[src/rtl/clk_div_pkg.sv]
// Shared constants, state encoding and tap-index clamp for the divided-clock
// tap selector.
package clk_div_pkg;

   localparam int N_TAPS = 22;
   localparam int SEL_W  = 5;

   typedef enum logic [1:0] {
      ST_ARM    = 2'd0,
      ST_RUN    = 2'd1,
      ST_SWITCH = 2'd2
   } tap_state_e;

   function automatic logic [SEL_W-1:0] clamp_sel(input logic [SEL_W-1:0] sel);
      if (sel >= SEL_W'(N_TAPS)) return SEL_W'(N_TAPS - 1);
      return sel;
   endfunction

endpackage

[src/rtl/sync_ff.sv]
// Single-bit STAGES-deep synchroniser with synchronous active-high reset.
module sync_ff #(
   parameter int STAGES = 2
) (
   input  logic clk,
   input  logic rst,
   input  logic d,
   output logic q
);

   logic [STAGES-1:0] chain;

   always_ff @(posedge clk) begin
      if (rst) chain <= '0;
      else     chain <= {chain[STAGES-2:0], d};
   end

   assign q = chain[STAGES-1];

endmodule

[src/rtl/clk_tap_select.sv]
// Glitch-free run-time selection of one divided-clock tap, emitted as a
// registered square wave plus a rising-edge TICK strobe. Define PERIOD_MEAS_EN
// to build the tick-to-tick period counter.
module clk_tap_select
   import clk_div_pkg::*;
#(
   parameter int SYNC_STAGES = 2,
   parameter int PER_W       = 24
) (
   input  logic              CLK_IN,
   input  logic              RST_IN,
   input  logic [N_TAPS-1:0] DIV_IN,
   input  logic [SEL_W-1:0]  SEL_IN,
   input  logic              SEL_LOAD,
   output logic              SEL_BUSY,
   output logic [SEL_W-1:0]  ACTIVE_SEL,
   output logic              FREQ_OUT,
   output logic              TICK_OUT,
   output logic [PER_W-1:0]  PERIOD_OUT,
   output logic              PERIOD_VLD
);

   logic [N_TAPS-1:0] sync_q;
   logic              s, s_d;
   tap_state_e        state, state_nxt;
   logic [SEL_W-1:0]  pend_sel, pend_nxt, act_nxt, req_sel;
   logic              busy_nxt, freq_nxt, tick_nxt;

   for (genvar i = 0; i < N_TAPS; i++) begin : g_sync
      sync_ff #(.STAGES(SYNC_STAGES)) u_sync (
         .clk (CLK_IN),
         .rst (RST_IN),
         .d   (DIV_IN[i]),
         .q   (sync_q[i])
      );
   end

   assign s       = sync_q[ACTIVE_SEL];
   assign req_sel = clamp_sel(SEL_IN);

   always_comb begin
      state_nxt = state;
      pend_nxt  = pend_sel;
      act_nxt   = ACTIVE_SEL;
      busy_nxt  = SEL_BUSY;
      freq_nxt  = 1'b0;
      tick_nxt  = 1'b0;
      case (state)
         ST_ARM: begin
            if (!s) begin
               state_nxt = ST_RUN;
               busy_nxt  = 1'b0;
            end
         end
         ST_RUN: begin
            freq_nxt = s;
            tick_nxt = s & ~s_d;
            if (SEL_LOAD && !SEL_BUSY && (req_sel != ACTIVE_SEL)) begin
               pend_nxt  = req_sel;
               busy_nxt  = 1'b1;
               state_nxt = ST_SWITCH;
            end
         end
         ST_SWITCH: begin
            // Hold the old tap until its high phase ends so FREQ_OUT is never cut short.
            if (!s) begin
               act_nxt   = pend_sel;
               state_nxt = ST_ARM;
            end else begin
               freq_nxt = s;
               tick_nxt = s & ~s_d;
            end
         end
         default: state_nxt = ST_ARM;
      endcase
   end

   // s_d just tracks s: while parked in ARM s is high, and on the ARM exit
   // cycle s is low, so a rise right after entering RUN is still seen.
   always_ff @(posedge CLK_IN) begin
      if (RST_IN) begin
         state      <= ST_ARM;
         ACTIVE_SEL <= '0;
         pend_sel   <= '0;
         SEL_BUSY   <= 1'b0;
         FREQ_OUT   <= 1'b0;
         TICK_OUT   <= 1'b0;
         s_d        <= 1'b0;
      end else begin
         state      <= state_nxt;
         ACTIVE_SEL <= act_nxt;
         pend_sel   <= pend_nxt;
         SEL_BUSY   <= busy_nxt;
         FREQ_OUT   <= freq_nxt;
         TICK_OUT   <= tick_nxt;
         s_d        <= s;
      end
   end

`ifdef PERIOD_MEAS_EN
   logic [PER_W-1:0] per_cnt;
   logic             per_seen;

   always_ff @(posedge CLK_IN) begin
      if (RST_IN) begin
         per_cnt    <= '0;
         per_seen   <= 1'b0;
         PERIOD_OUT <= '0;
         PERIOD_VLD <= 1'b0;
      end else if (state_nxt != ST_RUN) begin
         per_cnt    <= '0;
         per_seen   <= 1'b0;
         PERIOD_VLD <= 1'b0;
      end else if (tick_nxt) begin
         if (per_seen) begin
            PERIOD_OUT <= (&per_cnt) ? per_cnt : per_cnt + 1'b1;
            PERIOD_VLD <= 1'b1;
         end
         per_cnt  <= '0;
         per_seen <= 1'b1;
      end else if (!(&per_cnt)) begin
         per_cnt <= per_cnt + 1'b1;
      end
   end
`else
   assign PERIOD_OUT = '0;
   assign PERIOD_VLD = 1'b0;
`endif

endmodule
[config.mk]
export PLATFORM = sky130hd
export DESIGN_NAME = clk_tap_select
export DESIGN_NICKNAME = d
export VERILOG_FILES = /design/src/rtl/clk_div_pkg.sv /design/src/rtl/sync_ff.sv /design/src/rtl/clk_tap_select.sv
export SDC_FILE = /design/constraint.sdc
export NUM_CORES = 1
export LEC_CHECK = 0
export CORE_ASPECT_RATIO = 1.75
export CORE_MARGIN = 2
export CORE_UTILIZATION = 35
export DETAILED_ROUTE_END_ITERATION = 8
export HOLD_SLACK_MARGIN = 0.15
export PLACE_DENSITY = 0.68
export SYNTH_ARGS = -nofsm -noshare
export SYNTH_HDL_FRONTEND = slang
export SYNTH_SLANG_ARGS = --single-unit
[constraint.sdc]
create_clock -name CLK_IN -period 4.72 [get_ports CLK_IN]
set_clock_uncertainty 0.2 [all_clocks]
set_input_delay 0.944 -clock CLK_IN [delete_from_list [all_inputs] [get_ports CLK_IN]]
set_output_delay 0.944 -clock CLK_IN [all_outputs]
set_load 0.01 [all_outputs]
==> flow_metrics.py, run 1 <==
metrics = {
    "setup_path": {
        "arrival_ps": 3100,
        "crit_family": "simple AND/OR/NAND/NOR gates",
        "crit_fanout": 7,
        "ff2ff_setup_slack_ps": 2170,
        "critPathLaunchType": "input pin",
        "reg2reg_depth": 5,
        "critPathBufInv": 1,
        "cp_cell_sequence": "clkdlybuf4s50_1 -> and2_1 -> a311oi_2 -> xnor2_1 -> o311ai_4 -> or3b_2 -> a21oi_1",
        "r2r-start": "ACTIVE_SEL[1]$_SDFFE_PP0P_",
        "slowest_delay_ps": 530,
        "reg2reg_to": "SEL_BUSY$_SDFFE_PP0P_",
        "end_kind": "flop",
        "crit_required_ps": 4760,
        "critical_path_class": "input pin to flop",
        "cp_slowest_cell": "clkdlybuf4s50_1",
    },
    "power_and_ir_drop": {
        "p_leak_nw": 1.246,
        "vdd_ir_drop_max_mv": 0.2356,
        "power_mw": 1.454,
        "power.density_nw_per_um2": 473.2,
    },
    "route": {
        "drc_errors": 0,
        "drt-met1-wl_um": 1357,
        "ant_nets": 0,
        "wl_um": 3705,
        "wl_met3_um": 243,
        "drt_iter0_markers": 69,
        "wl_per_cell_um": 10.87,
        "vias": 1487,
        "drt-vias-per-instance": 4.361,
        "dr_wl_met2_um": 1974,
        "drt-pass1-iter-count": 4,
        "top_layer": "met4",
    },
    "timing": {
        "slew_violations": 0,
        "fmax_mhz": 327.1,
        "fin_ws_ps": 1663,
        "rsz0062_at_grt": "false",
        "period_share": 0.6477,
        "finalSetupViolCount": 0,
        "tightest_slew_ps": 957.0,
        "hold_viol": 0,
        "setup_tns_ps": 0,
        "post-route-min-period_ps": 3057,
        "slew_headroom": 0.3620,
    },
    "die": {
        "core_area_um2": 6539,
        "die_w_um": 66.27,
        "fp.dieArea_um2": 7486,
        "rows": 39,
        "die_h_um": 113.0,
        "start_util": 0.3632,
        "ioPinCount": 63,
    },
    "clocking": {
        "clk_path_buf_depth": 2,
        "worst_skew_pair.late_latency_ps": 310,
        "cts_tree": "built",
        "clockRootBuffer": "clkbuf_16",
        "h-tree-depth": 3,
        "ctsHoldBuffers": 0,
        "cts_sinks": 60,
        "cts_resized": 0,
        "cts_setup_buffers": 0,
        "clk_pin_slew_ps": 50,
        "numCtsBuffers": 9,
    },
    "grt": {
        "antenna_found_initial": 0,
        "globalRoute.totalOverflow": 0,
        "grt_start_max_net_pins": 59,
        "grt_pass1_wl_um": 6182,
        "grtUsageTotal": 0.1110,
        "grt_pass1_vias": 1405,
    },
    "cells_and_area": {
        "diodes": 0,
        "fillers": 626,
        "nets": 288,
        "drive_above_1_share": 0.1042,
        "syn2layout_area_growth_pct": 29.35,
        "stdcell_area_um2": 3072,
    },
    "synth": {
        "seq_area_frac_synth": 0.5058,
        "ys_ff_latch": 60,
        "synth_cell_types": 41,
        "avgSynthCellArea_um2": 10.94,
        "ys_warn_count": 0,
        "syn_area_um2": 2375,
        "syn_inst": 217,
    },
    "min_path": {
        "hold_class": "flop to flop",
        "hold_depth": 1,
        "hold_end": "g_sync[19].u_sync.chain[1]$_SDFF_PP0_",
        "min-delay-start": "g_sync[19].u_sync.chain[0]$_SDFF_PP0_",
    },
    "place": {
        "dpl.hpwl_um": 2557,
        "dp_worst_setup_slack_ps": 1357,
        "port_buffers": 37,
        "place_congestion": 0.7239,
        "placed_cell_area_um2": 2699,
    },
    "flow_run": {
        "cap_violations": 0,
    },
    "status": {
        "outcome": "completed",
    },
}
-- final cells by class --
class,count,area [um^2],area share
clock inverter,4,120.1,0.03910
multi-input combinational,140,1003,0.3267
sequential,60,1201,0.3910
clock buffer,11,252.7,0.08228
timing repair buffer,37,365.4,0.1189
inverter,7,26.28,0.008554
tap,82,102.6,0.03340
-- synthesized netlist by cell type --
master,number,area (um^2)
o31a_4,1,17.52
mux4_2,3,67.56
ha_1,3,37.54
nand3_1,1,5.000
buf_1,1,3.750
o31ai_2,1,12.51
xnor2_1,1,8.760
o311ai_4,1,26.28
o31ai_1,1,7.510
mux4_1,1,26.28
a211oi_1,1,7.510
nor2_1,9,33.78
o311ai_2,1,16.27
o21bai_1,1,7.510
buf_6,1,11.26
mux2i_1,11,110.1
conb_1,1,3.750
nor2b_1,45,281.5
and2_1,3,18.77
buf_4,26,195.2
a221oi_2,1,15.01
or2_1,1,6.260
a221oi_1,1,8.760
o21ai_0,3,15.01
clkbuf_1,5,18.77
a311oi_2,1,15.01
dfxtp_1,60,1201
a21oi_1,5,25.02
or3b_2,1,8.760
and3_1,1,6.260
o31a_1,1,8.760
buf_2,1,5.000
nor3b_1,3,22.52
a41oi_1,1,8.760
a311oi_1,1,8.760
inv_1,7,26.28
or3_1,2,12.51
nand2_1,3,11.26
o221a_2,1,11.26
nor4_1,1,6.260
xor2_1,4,35.03
-- how the worst max path moves through the flow --
| stage | startpoint | end | slack [ps] | cells after the start |
|---|---|---|---|---|
| after global placement | SEL_IN[4] | pend_sel[3]$_SDFFE_PP0P_ | 1400 | 7 |
| after global routing | SEL_IN[4] | state[0]$_SDFFE_PP0P_ | 1470 | 7 |
| after CTS | SEL_IN[4] | pend_sel[3]$_SDFFE_PP0P_ | 1670 | 7 |
| after detailed placement | SEL_IN[4] | pend_sel[3]$_SDFFE_PP0P_ | 1360 | 7 |
| final | SEL_IN[4] | pend_sel[3]$_SDFFE_PP0P_ | 1660 | 7 |
| after floorplan | SEL_IN[4] | pend_sel[3]$_SDFFE_PP0P_ | 2090 | 6 |
-- worst register-to-register path, stage by stage (launching register included) --
cell	delay (ps)
dfxtp_1	600
mux4_1	670
nor3b_1	360
o31a_4	230
mux2i_1	220
a221oi_2	90
-- registers in the layout, summed over array words and instances (netlist names) --
| signal | count |
|---|---|
| ACTIVE_SEL | 5 |
| FREQ_OUT | 1 |
| SEL_BUSY | 1 |
| TICK_OUT | 1 |
| g_sync.u_sync.chain | 44 |
| pend_sel | 5 |
| s_d | 1 |
| state | 2 |
-- power by group --
group          internal [mW]  leakage [nW]  switching, mW  total [mW]
clock                  0.594         0.182          0.204       0.798
sequential             0.533         0.494        0.00830       0.541
combinational         0.0587         0.570         0.0563       0.115
total                   1.19          1.25          0.268        1.45
-- stage by stage --
| stage | instances | hold WS, ps | util |
|---|---|---|---|
| global placement | 326 | 220.4 | 0.4127 |
| detailed placement | 326 | 220.4 | 0.4127 |
| global route | 341 | 243.7 | 0.4698 |
| floorplan | 241 | 213.8 | - |
| CTS | 341 | 230.4 | 0.4698 |
| finish | 341 | 226.8 | 0.4698 |
-- cells by family after synthesis --
group	after synthesis	share of synthesized area
and+or+nand+nor	70	0.1739
AOI/OAI and AO/OA	22	0.08904
DFF	60	0.5058
muxes	15	0.08588
buffers and inverters	41	0.1096
adders and majority gates	3	0.01581
other	1	0.001579
xor gates and xnor gates	5	0.01844
-- cells in the final DEF, fill, tap and decap left out, types with 3 or more instances in the layout --
| master | n |
|---|---|
| inv_1 | 7 |
| mux2i_1 | 11 |
| o21ai_0 | 3 |
| nor2b_1 | 45 |
| dfxtp_1 | 60 |
| bufinv_16 | 4 |
| xor2_1 | 4 |
| nand2_1 | 3 |
| a21oi_1 | 5 |
| conb_1 | 25 |
| ha_1 | 3 |
| clkdlybuf4s50_1 | 36 |
| nor3b_1 | 3 |
| and2_1 | 3 |
| nor2_1 | 9 |
| mux4_2 | 3 |
| clkbuf_16 | 9 |
-- routing by layer --
metal	up-vias	global-route usage
li1	745	-
met1	676	0.1095
met2	57	0.1880
met3	9	0.03181
met4	0	0.08571
met5	-	0
Power figures use the tool's default switching activity.
==> run 2, diff against run 1 <==
--- a/config.mk
+++ b/config.mk
@@ -10,7 +10,7 @@
 export CORE_UTILIZATION = 35
 export DETAILED_ROUTE_END_ITERATION = 8
 export HOLD_SLACK_MARGIN = 0.15
-export PLACE_DENSITY = 0.68
+export PLACE_DENSITY = 0.7
 export SYNTH_ARGS = -nofsm -noshare
 export SYNTH_HDL_FRONTEND = slang
 export SYNTH_SLANG_ARGS = --single-unit
==> constraint.sdc (replaced) <==
create_clock -name CLK_IN -period 2.5 [get_ports CLK_IN]
set_clock_uncertainty 0.2 [all_clocks]
set_input_delay 0.5 -clock CLK_IN [delete_from_list [all_inputs] [get_ports CLK_IN]]
set_output_delay 0.5 -clock CLK_IN [all_outputs]
set_load 0.01 [all_outputs]
==> flow_metrics.py, run 2 (synthesized netlist as in run 1, its figures left out) <==
metrics = {
    "setup_path": {
        "r2r-start": "ACTIVE_SEL[2]$_SDFFE_PP0P_",
        "end_kind": "flop",
        "crit_required_ps": 2540,
        "critical_path_class": "input pin to flop",
        "ff2ff_setup_slack_ps": 180,
        "critPathLaunchType": "input pin",
        "startpoint": "SEL_IN[3]",
        "reg2reg_depth": 6,
        "cp-endpoint": "pend_sel[3]$_SDFFE_PP0P_",
        "slowest_delay_ps": 480,
        "cp_slowest_cell": "clkdlybuf4s50_1",
        "reg2reg_to": "ACTIVE_SEL[0]$_SDFFE_PP0P_",
        "arrival_ps": 2490,
        "cp_cell_sequence": "clkdlybuf4s50_1 -> and2_1 -> a311oi_2 -> xnor2_2 -> o311ai_4 -> or3b_2 -> a21oi_1",
        "crit_fanout": 6,
    },
    "power_and_ir_drop": {
        "clkPwrFrac": 0.479,
        "power.density_nw_per_um2": 781.0,
        "p_leak_nw": 1.257,
        "vdd_ir_drop_max_mv": 0.4609,
        "switching_share": 0.2043,
        "p_sw_mw": 0.4926,
        "power_frac_comb": 0.098,
        "p_seq_frac": 0.424,
        "internal_power_mw": 1.919,
    },
    "route": {
        "top_layer": "met4",
        "wl_met3_um": 182,
        "dr_wl_met2_um": 2084,
        "drt_iter0_markers": 45,
        "vias": 1537,
        "ant_nets": 0,
        "wl_um": 3760,
        "drt-met1-wl_um": 1414,
        "drc_errors": 0,
        "drt-pass1-iter-count": 4,
        "drt-vias-per-instance": 4.379,
        "wl_per_cell_um": 10.71,
    },
    "place": {
        "port_buffers": 37,
        "dp_worst_setup_slack_ps": -305.3,
        "dpl.hpwl_um": 2801,
        "place_congestion": 0.7718,
    },
    "min_path": {
        "min-delay-start": "g_sync[14].u_sync.chain[0]$_SDFF_PP0_",
        "hold_class": "flop to flop",
    },
    "cells_and_area": {
        "layout_commonest_cell": "dfxtp_1",
        "nets": 298,
        "syn2layout_area_growth_pct": 30.03,
        "largest_reg_flops": 44,
        "diodes": 0,
        "mostFrequentLayoutCells": "dfxtp_1, nor2b_1, clkdlybuf4s50_1",
        "drive_above_1_share": 0.1413,
        "regMostFlops": "g_sync.u_sync.chain",
        "fillers": 634,
        "top_regs": "g_sync.u_sync.chain (44), ACTIVE_SEL (5), pend_sel (5)",
    },
    "timing": {
        "tightest_slew_ps": 597.0,
        "slew_violations": 0,
        "fmax_mhz": 407.9,
        "slew_headroom": 0.6013,
        "period_share": 0.9806,
        "hold_viol": 0,
        "fin_ws_ps": 48.57,
        "finalSetupViolCount": 0,
        "post-route-min-period_ps": 2451,
        "setup_tns_ps": 0,
    },
    "grt": {
        "globalRoute.totalOverflow": 0,
        "antenna_found_initial": 0,
        "grt_pass1_wl_um": 6134,
        "grt_pass1_vias": 1453,
        "grtUsageTotal": 0.1089,
        "grt_start_max_net_pins": 27,
    },
    "die": {
        "rows": 39,
        "ioPinCount": 63,
        "die_h_um": 113.0,
        "fp.dieArea_um2": 7486,
        "start_util": 0.3632,
        "core_area_um2": 6539,
        "die_w_um": 66.27,
    },
    "clocking": {
        "clk_pin_slew_ps": 50,
        "cts_sinks": 60,
        "clk_path_buf_depth": 2,
        "clockRootBuffer": "clkbuf_16",
        "numCtsBuffers": 9,
        "cts_tree": "built",
        "h-tree-depth": 3,
        "worst_skew_pair.late_latency_ps": 310,
    },
    "flow_run": {
        "cap_violations": 0,
    },
    "status": {
        "outcome": "completed",
    },
}
run 2: worst max-delay path: cells and delay by family:
family                 cells  cell delay [ps]
XOR/XNOR                   1              190
buffers and inverters      1              480
AND/OR/NAND/NOR            2              670
AO/OA/AOI/OAI              3              650
run 2: area by class of cell:
| class | instances | area [um^2] | area share |
|---|---|---|---|
| clock inverter | 2 | 35.03 | 0.01135 |
| inverter | 7 | 26.28 | 0.008509 |
| multi-input combinational | 140 | 1032 | 0.3343 |
| sequential | 60 | 1201 | 0.3890 |
| clock buffer | 13 | 250.2 | 0.08104 |
| tap | 82 | 102.6 | 0.03323 |
| timing repair buffer | 47 | 440.4 | 0.1426 |
run 2: routing by layer:
layer,vias up,GRT usage
li1,766,-
met1,713,0.1023
met2,53,0.2000
met3,5,0.02386
met4,0,0.07347
met5,-,0
run 2: worst min path at each step:
stage,end,cells after the start,slack (ps)
2_1_floorplan,g_sync[0].u_sync.chain[1]$_SDFF_PP0_,1,210
3_3_place_gp,g_sync[14].u_sync.chain[1]$_SDFF_PP0_,1,220
3_5_place_dp,g_sync[14].u_sync.chain[1]$_SDFF_PP0_,1,220
4_1_cts,g_sync[14].u_sync.chain[1]$_SDFF_PP0_,1,230
5_1_grt,g_sync[12].u_sync.chain[1]$_SDFF_PP0_,1,250
6_report,g_sync[14].u_sync.chain[1]$_SDFF_PP0_,1,230
run 2: timing repair:
action                                  4_1_cts  5_1_grt
endpoints found under the setup margin        0        5
resized for setup                             0        4
hold buffers                                  0        0
setup buffers                                 0        1
run 2: stage by stage:
stage                     area (um^2)  power (mW)  std cells    util  hold slack (ps)
after floorplan                  2465       1.209        241       -            213.8
after global placement           2766       1.264        335  0.4231            218.2
after detailed placement         2766       1.273        335  0.4231            220.4
after CTS                        3052       2.432        350  0.4667            231.4
after global routing             3088       2.504        351  0.4723            252.0
final                            3088       2.412        351  0.4723            230.3
run 2: power by group through the flow:
stage	clock, mW	sequential [mW]	combinational [mW]
2_1_floorplan	0	1.04	0.174
3_3_place_gp	0	1.04	0.226
3_5_place_dp	0	1.04	0.233
4_1_cts	1.18	1.02	0.234
5_1_grt	1.22	1.02	0.264
6_report	1.15	1.02	0.236
==> run 3, diff against run 2 <==
--- a/config.mk
+++ b/config.mk
@@ -7,10 +7,11 @@
 export LEC_CHECK = 0
 export CORE_ASPECT_RATIO = 1.75
 export CORE_MARGIN = 2
-export CORE_UTILIZATION = 35
+export CORE_UTILIZATION = 43
 export DETAILED_ROUTE_END_ITERATION = 8
 export HOLD_SLACK_MARGIN = 0.15
-export PLACE_DENSITY = 0.7
+export PLACE_DENSITY = 0.82
 export SYNTH_ARGS = -nofsm -noshare
 export SYNTH_HDL_FRONTEND = slang
+export SYNTH_HIERARCHICAL = 1
 export SYNTH_SLANG_ARGS = --single-unit
==> flow_metrics.py, run 3 <==
metrics = {
    "status": {
        "outcome": "completed",
    },
    "synth": {
        "synth.top_cell.area_share": 0.5079,
        "synthFlopType": "dfxtp_1",
        "synth_async_sr_flop_share": 0,
        "ys_warn_count": 6,
        "syn_area_um2": 2365,
        "seq_area_frac_synth": 0.5079,
        "ys_ff_latch": 60,
        "yosys-top-cells-area": "dfxtp_1, nor2b_1, buf_4",
        "yosysTopAreaCell": "dfxtp_1",
        "yosysMostFrequentCell": "dfxtp_1",
        "avgSynthCellArea_um2": 10.33,
        "syn_inst": 229,
        "synth_cell_types": 42,
        "synth_common_cells": "dfxtp_1, nor2b_1, buf_4",
        "synth_edf_count": 0,
    },
    "die": {
        "rows": 35,
        "fp.dieArea_um2": 6132,
        "start_util": 0.4463,
        "ioPinCount": 63,
        "core_area_um2": 5299,
        "die_w_um": 60.06,
        "die_h_um": 102.1,
    },
    "power_and_ir_drop": {
        "clkPwrFrac": 0.368,
        "p_leak_nw": 1.141,
        "p_seq_frac": 0.517,
        "p_sw_mw": 0.4737,
        "power.density_nw_per_um2": 682.1,
        "power_frac_comb": 0.114,
        "switching_share": 0.2402,
        "internal_power_mw": 1.499,
        "vdd_ir_drop_max_mv": 0.4200,
    },
    "clocking": {
        "numCtsBuffers": 9,
        "ctsHoldBuffers": 0,
        "worst_skew_pair.late_latency_ps": 330,
        "cts_tree": "built",
        "cts_sinks": 60,
        "h-tree-depth": 3,
        "cts_setup_buffers": 0,
        "clockRootBuffer": "clkbuf_8",
        "cts_resized": 0,
        "clk_pin_slew_ps": 60,
        "clk_path_buf_depth": 2,
    },
    "timing": {
        "setup_tns_ps": 0,
        "post-route-min-period_ps": 2308,
        "fmax_mhz": 433.3,
        "hold_viol": 0,
        "finalSetupViolCount": 0,
        "rsz0062_at_grt": "false",
        "slew_violations": 0,
        "period_share": 0.9231,
    },
    "setup_path": {
        "arrival_ps": 2320,
        "critical_path_class": "input pin to flop",
        "crit_required_ps": 2520,
        "critPathLaunchType": "input pin",
        "end_kind": "flop",
        "slowest_delay_ps": 610,
        "crit_fanout": 8,
        "cp_slowest_cell": "clkdlybuf4s50_1",
        "cp_cell_sequence": "clkdlybuf4s50_1 -> a21oi_1 -> and3b_1 -> o221ai_1 -> o211a_1 -> mux2i_1 -> nor2_1",
    },
    "grt": {
        "antenna_found_initial": 0,
        "grt_pass1_vias": 1458,
        "grtUsageTotal": 0.1367,
        "busiest_layer": "met2",
        "globalRoute.totalOverflow": 0,
        "grtUsageMet2": 0.2324,
        "grt_pass1_wl_um": 6085,
        "met3_usage": 0.05696,
        "grtUsageMet1": 0.1301,
        "grt_start_max_net_pins": 45,
    },
    "route": {
        "wl_per_cell_um": 10.67,
        "wl_um": 3755,
        "drt-vias-per-instance": 4.631,
        "ant_nets": 0,
        "drt-pass1-iter-count": 4,
        "drt_iter0_markers": 40,
        "vias": 1630,
        "drc_errors": 0,
    },
    "cells_and_area": {
        "fillers": 462,
        "drive_above_1_share": 0.1007,
        "final_cells": 352,
        "regMostFlops": "g_sync.u_sync/chain",
        "syn2layout_area_growth_pct": 22.27,
        "diodes": 0,
        "nets": 306,
        "layout_commonest_cell": "dfxtp_1",
        "largest_reg_flops": 44,
        "mostFrequentLayoutCells": "dfxtp_1, nor2b_1, clkdlybuf4s50_1",
        "top_regs": "g_sync.u_sync/chain (44), ACTIVE_SEL (5), pend_sel (5)",
    },
    "place": {
        "dpl.hpwl_um": 2737,
        "port_buffers": 37,
        "place_congestion": 0.8286,
        "dp.cells": 336,
    },
    "flow_run": {
        "cap_violations": 0,
    },
    "min_path": {
        "hold_class": "flop to flop",
    },
}
[run 3: final timing paths]
path	start	end	slack (ps)	depth (start not counted)
worst max register to register	ACTIVE_SEL[0]$_SDFFE_PP0P_	state[1]$_SDFFE_PP0P_	210	7
worst max-delay path	SEL_IN[4]	pend_sel[4]$_SDFFE_PP0P_	190	7
worst min-delay path	g_sync[3].u_sync/chain[0]$_SDFF_PP0_	g_sync[3].u_sync/chain[1]$_SDFF_PP0_	230	1
worst min register to register	g_sync[3].u_sync/chain[0]$_SDFF_PP0_	g_sync[3].u_sync/chain[1]$_SDFF_PP0_	230	1
[run 3: critical path: cells and delay by family]
kind | cells | cell delay, ps
buf+inv | 1 | 610
compound gates | 3 | 730
mux | 1 | 220
simple gates | 2 | 250
[run 3: routing by layer]
layer	part of all wire	vias up
li1	-	799
met1	0.37	752
met2	0.52	67
met3	0.077	12
met4	0.034	0
met5	0	-
[run 3: layout make-up]
class / count / area [um^2] / area share
repair buffers: 41 / 407.9 / 0.1411
inverters: 8 / 30.03 / 0.01039
clock inverters: 5 / 27.53 / 0.009520
clock buffers: 11 / 141.4 / 0.04890
well taps: 74 / 92.59 / 0.03202
multi-input cells: 153 / 991.0 / 0.3427
flip-flops and latches: 60 / 1201 / 0.4154
[run 3: stage by stage]
step	hold slack (ps)	worst slack [ps]	total power [mW]	util	cell area (um^2)
2_1_floorplan	213.8	300.2	1.206	-	2455
3_3_place_gp	217.0	-63.73	1.259	0.5138	2723
3_5_place_dp	221.2	-125.8	1.268	0.5138	2723
4_1_cts	234.0	147.5	1.997	0.5457	2892
5_1_grt	254.1	50.41	2.074	0.5457	2892
6_report	233.7	192.2	1.972	0.5457	2892
[run 3: power groups by stage]
stage	sequential (mW)	clock, mW	combinational, mW
after floorplan	1.04	0	0.169
after global placement	1.04	0	0.219
after detailed placement	1.04	0	0.226
after CTS	1.02	0.749	0.227
after global routing	1.02	0.799	0.250
final	1.02	0.727	0.225
[run 3: cell families after synthesis]
kind of cell	share of synthesized area
simple gates	0.2048
flops	0.5079
buf+inv	0.1111
compound gates	0.09047
mux	0.06455
fa+ha+maj	0.01587
other cells	0.001586
xor+xnor	0.003704
